==> src/rtl/pon_burst_pkg.sv <==
`default_nettype none
// +--------------------------------------------------------------------------+
// | pon_burst_pkg : state encoding and default sizing for burst timing gen   |
// | Revision      : 1.0                                                      |
// +--------------------------------------------------------------------------+
package pon_burst_pkg;

  localparam int DEF_CNT_WIDTH  = 32;
  localparam int DEF_MIN_PERIOD = 2;

  typedef enum logic [1:0] {
    ST_IDLE     = 2'd0,
    ST_PREAMBLE = 2'd1,
    ST_PAYLOAD  = 2'd2,
    ST_GAP      = 2'd3
  } state_e;

endpackage
`default_nettype wire

==> src/rtl/pon_burst_cfg_shadow.sv <==
`default_nettype none
// +--------------------------------------------------------------------------+
// | pon_burst_cfg_shadow : live config check, period shadows, error flag     |
// | Revision             : 1.0                                               |
// +--------------------------------------------------------------------------+
module pon_burst_cfg_shadow
  import pon_burst_pkg::*;
#(
  parameter int CNT_WIDTH  = DEF_CNT_WIDTH,
  parameter int MIN_PERIOD = DEF_MIN_PERIOD
) (
  input  logic                 clk,
  input  logic                 rst,
  input  logic                 sample,
  input  logic [CNT_WIDTH-1:0] preamble_length,
  input  logic [CNT_WIDTH-1:0] burst_length,
  input  logic [CNT_WIDTH-1:0] burst_period,
  output logic                 cfg_valid,
  output logic [CNT_WIDTH-1:0] lp_q,
  output logic [CNT_WIDTH-1:0] lb_q,
  output logic [CNT_WIDTH-1:0] p_q,
  output logic                 cfg_error_q
);

  localparam logic [CNT_WIDTH-1:0] MIN_P = CNT_WIDTH'(MIN_PERIOD);

  logic [CNT_WIDTH:0]   sum_live;
  logic [CNT_WIDTH-1:0] lp_d;
  logic [CNT_WIDTH-1:0] lb_d;
  logic [CNT_WIDTH-1:0] p_d;
  logic                 cfg_error_d;

  always_comb begin
    // One extra bit so a wrapping Lp+Lb can never masquerade as fitting.
    sum_live    = {1'b0, preamble_length} + {1'b0, burst_length};
    cfg_valid   = (burst_period >= MIN_P) && (sum_live <= {1'b0, burst_period});
    lp_d        = lp_q;
    lb_d        = lb_q;
    p_d         = p_q;
    cfg_error_d = cfg_error_q;
    if (sample) begin
      cfg_error_d = !cfg_valid;
      if (cfg_valid) begin
        lp_d = preamble_length;
        lb_d = burst_length;
        p_d  = burst_period;
      end
    end
  end

  always_ff @(posedge clk) begin
    if (rst) begin
      lp_q        <= '0;
      lb_q        <= '0;
      p_q         <= '0;
      cfg_error_q <= 1'b0;
    end else begin
      lp_q        <= lp_d;
      lb_q        <= lb_d;
      p_q         <= p_d;
      cfg_error_q <= cfg_error_d;
    end
  end

endmodule
`default_nettype wire

==> src/rtl/pon_burst_timing_gen.sv <==
`default_nettype none
// +--------------------------------------------------------------------------+
// | pon_burst_timing_gen : upstream PON burst strobes, pulses and counter    |
// | Revision             : 1.0                                               |
// +--------------------------------------------------------------------------+
module pon_burst_timing_gen
  import pon_burst_pkg::*;
#(
  parameter int CNT_WIDTH  = DEF_CNT_WIDTH,
  parameter int MIN_PERIOD = DEF_MIN_PERIOD
) (
  input  logic                 hb0_gtwiz_userclk_tx_usrclk2_int,
  input  logic                 hb0_gtwiz_userclk_tx_reset_int,
  input  logic                 run_en,
  input  logic [CNT_WIDTH-1:0] preamble_length,
  input  logic [CNT_WIDTH-1:0] burst_length,
  input  logic [CNT_WIDTH-1:0] burst_period,
  output logic                 preamble_valid,
  output logic                 payload_valid,
  output logic                 burst_active,
  output logic                 burst_start,
  output logic                 burst_end,
  output logic [31:0]          burst_count,
  output logic                 cfg_error,
  output logic                 busy
);

  localparam logic [CNT_WIDTH-1:0] ONE = CNT_WIDTH'(1);

  logic clk;
  logic rst;
  assign clk = hb0_gtwiz_userclk_tx_usrclk2_int;
  assign rst = hb0_gtwiz_userclk_tx_reset_int;

  state_e               state_q, state_d;
  logic [CNT_WIDTH-1:0] cnt_q, cnt_d;
  logic [CNT_WIDTH-1:0] lp_sh, lb_sh, p_sh;
  logic [CNT_WIDTH:0]   sum_sh, cnt_nxt;
  logic                 cfg_valid, cfg_sample, at_boundary;

  logic preamble_valid_q, preamble_valid_d;
  logic payload_valid_q, payload_valid_d;
  logic burst_active_q, burst_active_d;
  logic burst_start_q, burst_start_d;
  logic burst_end_q, burst_end_d;
  logic busy_q, busy_d;
  logic [31:0] burst_count_q, burst_count_d;

  pon_burst_cfg_shadow #(
    .CNT_WIDTH  (CNT_WIDTH),
    .MIN_PERIOD (MIN_PERIOD)
  ) u_cfg_shadow (
    .clk             (clk),
    .rst             (rst),
    .sample          (cfg_sample),
    .preamble_length (preamble_length),
    .burst_length    (burst_length),
    .burst_period    (burst_period),
    .cfg_valid       (cfg_valid),
    .lp_q            (lp_sh),
    .lb_q            (lb_sh),
    .p_q             (p_sh),
    .cfg_error_q     (cfg_error)
  );

  assign sum_sh      = {1'b0, lp_sh} + {1'b0, lb_sh};
  assign cnt_nxt     = {1'b0, cnt_q} + {1'b0, ONE};
  assign at_boundary = (state_q != ST_IDLE) && (cnt_q == p_sh - ONE);

  always_ff @(posedge clk) begin
    if (rst) begin
      state_q          <= ST_IDLE;
      cnt_q            <= '0;
      preamble_valid_q <= 1'b0;
      payload_valid_q  <= 1'b0;
      burst_active_q   <= 1'b0;
      burst_start_q    <= 1'b0;
      burst_end_q      <= 1'b0;
      busy_q           <= 1'b0;
      burst_count_q    <= '0;
    end else begin
      state_q          <= state_d;
      cnt_q            <= cnt_d;
      preamble_valid_q <= preamble_valid_d;
      payload_valid_q  <= payload_valid_d;
      burst_active_q   <= burst_active_d;
      burst_start_q    <= burst_start_d;
      burst_end_q      <= burst_end_d;
      busy_q           <= busy_d;
      burst_count_q    <= burst_count_d;
    end
  end

  // Config is only ever sampled in IDLE or on the last cycle of a period.
  always_comb begin
    state_d    = state_q;
    cnt_d      = cnt_q;
    cfg_sample = 1'b0;
    if ((state_q == ST_IDLE) || at_boundary) begin
      cfg_sample = run_en;
      cnt_d      = '0;
      if (!run_en || !cfg_valid) begin
        state_d = ST_IDLE;
      end else if (preamble_length != '0) begin
        state_d = ST_PREAMBLE;
      end else if (burst_length != '0) begin
        state_d = ST_PAYLOAD;
      end else begin
        state_d = ST_GAP;
      end
    end else begin
      cnt_d = cnt_q + ONE;
      if (cnt_nxt < {1'b0, lp_sh}) begin
        state_d = ST_PREAMBLE;
      end else if (cnt_nxt < sum_sh) begin
        state_d = ST_PAYLOAD;
      end else begin
        state_d = ST_GAP;
      end
    end
  end

  always_comb begin
    preamble_valid_d = (state_q == ST_PREAMBLE);
    payload_valid_d  = (state_q == ST_PAYLOAD);
    burst_active_d   = preamble_valid_d || payload_valid_d;
    burst_start_d    = burst_active_d && (cnt_q == '0);
    burst_end_d      = burst_active_d && (cnt_nxt == sum_sh);
    busy_d           = (state_q != ST_IDLE);
    burst_count_d    = burst_count_q;
    if (burst_end_d) begin
      burst_count_d = burst_count_q + 32'd1;
    end
  end

  assign preamble_valid = preamble_valid_q;
  assign payload_valid  = payload_valid_q;
  assign burst_active   = burst_active_q;
  assign burst_start    = burst_start_q;
  assign burst_end      = burst_end_q;
  assign busy           = busy_q;
  assign burst_count    = burst_count_q;

endmodule
`default_nettype wire
==> config.mk <==
export PLATFORM = sky130hd
export DESIGN_NAME = pon_burst_timing_gen
export DESIGN_NICKNAME = d
export VERILOG_FILES = /design/src/rtl/pon_burst_pkg.sv /design/src/rtl/pon_burst_cfg_shadow.sv /design/src/rtl/pon_burst_timing_gen.sv
export SDC_FILE = /design/constraint.sdc
export NUM_CORES = 1
export LEC_CHECK = 0
export BUFFER_PORTS_ARGS = -buffer_cell sky130_fd_sc_hd__buf_4
export CAP_MARGIN = 20
export CORE_AREA = 2 2 146 148
export DETAILED_ROUTE_END_ITERATION = 7
export DIE_AREA = 0 0 148 150
export PLACE_DENSITY = 0.88
export SYNTH_ARGS = -nofsm -noshare
export SYNTH_HDL_FRONTEND = slang
export SYNTH_SLANG_ARGS = --single-unit
==> constraint.sdc <==
create_clock -name hb0_gtwiz_userclk_tx_usrclk2_int -period 12 [get_ports hb0_gtwiz_userclk_tx_usrclk2_int]
set_clock_uncertainty 0.1 [all_clocks]
set_input_delay 1.2 -clock hb0_gtwiz_userclk_tx_usrclk2_int [delete_from_list [all_inputs] [get_ports hb0_gtwiz_userclk_tx_usrclk2_int]]
set_output_delay 1.2 -clock hb0_gtwiz_userclk_tx_usrclk2_int [all_outputs]
set_load 0.005 [all_outputs]
==> results_dict.tcl <==
set metrics [dict create \
    drc 0 \
    portBuffers 137 \
    vias 12540 \
    cts_inserted_buffers 17 \
    synth_top_family_by_area "simple AND/OR/NAND/NOR gates" \
    die_w_microns 148 \
    synth_top_cell_by_area "dfxtp_1" \
    cts-htree-levels 4 \
    hold_viol 0 \
    hpwl_microns 29350 \
    p_per_area_mw_per_mm2 126.1 \
    worst_pin_slew_ps 1025 \
    synth_adder_area_share 0.1615 \
    p_int_uw 1182 \
    slew_headroom 0.3167 \
    synth-seq-area-share 0.2565 \
    path_class "reg -> reg" \
    clkLatencyLatePin_ps 450 \
    route.top_layer_used "met4" \
    routabilityCongestion 0.9818 \
    overflow 0 \
    setup_tns_ps 0 \
    switchingPower_uw 709.7 \
    synth_warnings 0 \
    cap_violations 0 \
    status "complete, no violations" \
    ant_nets 0 \
    rsz0062_at_grt "no" \
    root_buffer "clkbuf_16" \
    netlist_area_sq_mm 0.01319 \
    met3_wirelength_microns 3425 \
    clock-sinks 169 \
    grt_max_degree 70 \
    synth_top_area_share 0.2565 \
    die_h_microns 150 \
    period_needed_ps 6955 \
    wl_microns 37740 \
    drt_first_iter_violations 1240 \
    arrival_ps 7170 \
    synthFlopType "dfxtp_1" \
    drt_pass1_iterations 6 \
    place_area_sq_mm 0.01440 \
    holdBufCountCts 0 \
    std_cell_rows 53 \
    multi_input_area_sq_mm 0.009271 \
    synthMuxAreaShare 0.07675 \
    synth_edf_count 0 \
    fp.dieArea_sq_mm 0.02220 \
    path_clk_slew_ps 80 \
    synthCells 1598 \
    grt_pass1_vias 11740 \
    slew_viol_final 0 \
    num_io_pins 138 \
    drive_above_1_share 0.1091 \
    fin_nets 1978 \
    cts_resized 0 \
    p_clk_frac 0.296 \
    grtUsageTotal 0.3403 \
    fin_crit_sh 0.5796 \
    postSynthAreaPerCell_sq_um 8.253 \
    vias_per_cell 6.277 \
    p_seq_frac 0.339 \
    post_cts_buffers 0 \
    p_comb_frac 0.365 \
    clock_path_buffers 2 \
    wl_met1_microns 15740 \
    swShare 0.3751 \
    ir_worst_vdd_mv 0.1035 \
    async_flop_share 0 \
    synth-simple-area-share 0.2206 \
    synth_nets 1866 \
    p_leak_uw 0.007291 \
    wire_per_inst_microns 18.89 \
    hold_class "reg -> reg" \
    met2WireLength_microns 17250 \
    antenna_found_initial 0 \
    finalSetupViolations 0 \
    finalInstanceArea_sq_mm 0.01500 \
    critPathMaxFanout 6 \
    start_kind "flop" \
    crit_required_ps 12220 \
    coreArea_sq_mm 0.02069 \
    initial_core_util 0.6375 \
    nFillCells 1590 \
    area_growth_pct 13.77 \
    n_antenna_cell 0 \
    synth.distinct_cells 57 \
    synth_xor_area_frac 0.1003 \
    max_freq_mhz 143.8 \
    cts_tree "built" \
    synth_compound_area_frac 0.1426 \
    synth_area_leaders "dfxtp_1 (26%), ha_1 (16%), mux2i_1 (7.6%)" \
    endpoint_kind "flop" \
    regArea_sq_mm 0.003383 \
    synth_seq_cells 169 \
    grt_pass1_wl_microns 59960 \
]
==> kinds of logic (layout without fill, tap and decap cells) <==
group,after synthesis,count (layout)
AO/OA/AOI/OAI,297,297
adder cells (fa/ha/maj),169,169
buffers and inverters,138,263
flip-flops,169,169
multiplexers,101,101
AND/OR/NAND/NOR,573,573
XOR/XNOR,151,151
==> Yosys cell counts (3+ instances only) <==
master / n
clkbuf_1: 37
nor3_1: 24
a31oi_1: 11
nand2b_1: 9
and3_1: 28
a21o_1: 54
o31ai_1: 8
inv_1: 89
o21a_1: 17
a21oi_1: 90
xor2_1: 72
or3_1: 12
o2111ai_1: 3
o211ai_1: 9
and2_1: 10
buf_2: 9
o21ai_0: 60
nor2b_1: 52
a2111oi_0: 4
buf_6: 3
ha_1: 167
o2bb2ai_1: 3
nand3_1: 44
xnor2_1: 79
or4_1: 11
nand2_1: 71
nor2_1: 191
nand4_1: 51
nor4_1: 43
mux2i_1: 100
a211oi_1: 13
dfxtp_1: 169
and4_1: 8
a221o_1: 4
or2_2: 7
o21bai_1: 7
a21boi_0: 3
==> worst max-delay path, stage by stage (launching register included) <==
cell	delay (ps)
dfxtp_1	340
ha_1	260
fa_1	420
a21oi_1	280
o211ai_1	160
o2111ai_1	160
a21oi_1	140
a31oi_1	410
a211oi_1	210
a2111oi_0	690
o21ai_0	270
a21oi_1	220
xor2_1	120
ha_1	310
nand2_1	60
or4_1	570
nor4bb_1	400
buf_4	230
nand3_1	80
nor3_1	500
nand2_1	190
nor2_1	320
nand3_1	140
xor2_1	170
nor2_1	60
==> placed cells by master, fill, tap and decap left out, types with 43 or more instances in the layout <==
| cell type | instances |
|---|---|
| a21o_1 | 54 |
| xnor2_1 | 79 |
| mux2i_1 | 100 |
| nor2_1 | 191 |
| nor4_1 | 43 |
| nor2b_1 | 52 |
| xor2_1 | 72 |
| dfxtp_1 | 169 |
| ha_1 | 167 |
| a21oi_1 | 90 |
| nand2_1 | 71 |
| o21ai_0 | 60 |
| buf_4 | 142 |
| nand4_1 | 51 |
| nand3_1 | 44 |
| inv_1 | 89 |
==> routing by layer <==
metal	vias up	GRT usage
li1	5962	-
met1	5867	0.4548
met2	600	0.5563
met3	113	0.04787
met4	0	0.1343
met5	-	0
==> flip-flops by register name, indices dropped and copies added, names as in the netlist <==
register                  cells
u_cfg_shadow.p_q             32
state_q                       2
burst_active                  1
busy                          1
u_cfg_shadow.lb_q            32
burst_end                     1
payload_valid                 1
preamble_valid                1
burst_start                   1
cnt_q                        32
u_cfg_shadow.cfg_error_q      1
burst_count                  32
u_cfg_shadow.lp_q            32
==> final timing paths <==
check | endpoint | slack, ps | from | cells past startpoint
worst min-delay path | burst_count[31] | 390 | burst_count[31] | 2
worst max register to register | burst_count[29] | 5050 | u_cfg_shadow.lp_q[0] | 24
worst min register to register | burst_count[31] | 390 | burst_count[31] | 2
worst max-delay path | burst_count[29] | 5050 | u_cfg_shadow.lp_q[0] | 24
==> power by group through the flow <==
stage                     combinational (uW)  sequential, uW  clock (uW)
after floorplan                          502             639           0
after global placement                   646             650           0
after detailed placement                 670             652           0
after CTS                                679             639         562
after global routing                     757             646         582
final                                    691             641         561
==> layout make-up <==
type | count | area share
sequential | 169 | 0.2255
timing repair buffer | 142 | 0.07105
multi-input combinational | 1291 | 0.6179
clock buffer | 17 | 0.02835
clock inverter | 15 | 0.01201
tap | 275 | 0.02293
inverter | 89 | 0.02226
==> stage by stage <==
step                      hold slack (ps)  std cells  setup WS (ps)    util  total power [uW]
after global routing                409.2       1998           4504  0.7252              1985
after floorplan                     367.6       1598           6134       -              1141
after global placement              366.7       1966           5100  0.6959              1296
final                               387.8       1998           5045  0.7252              1892
after CTS                           391.6       1998           5184  0.7252              1880
after detailed placement            376.7       1966           4848  0.6959              1321
(Power assumes the default switching activity.)
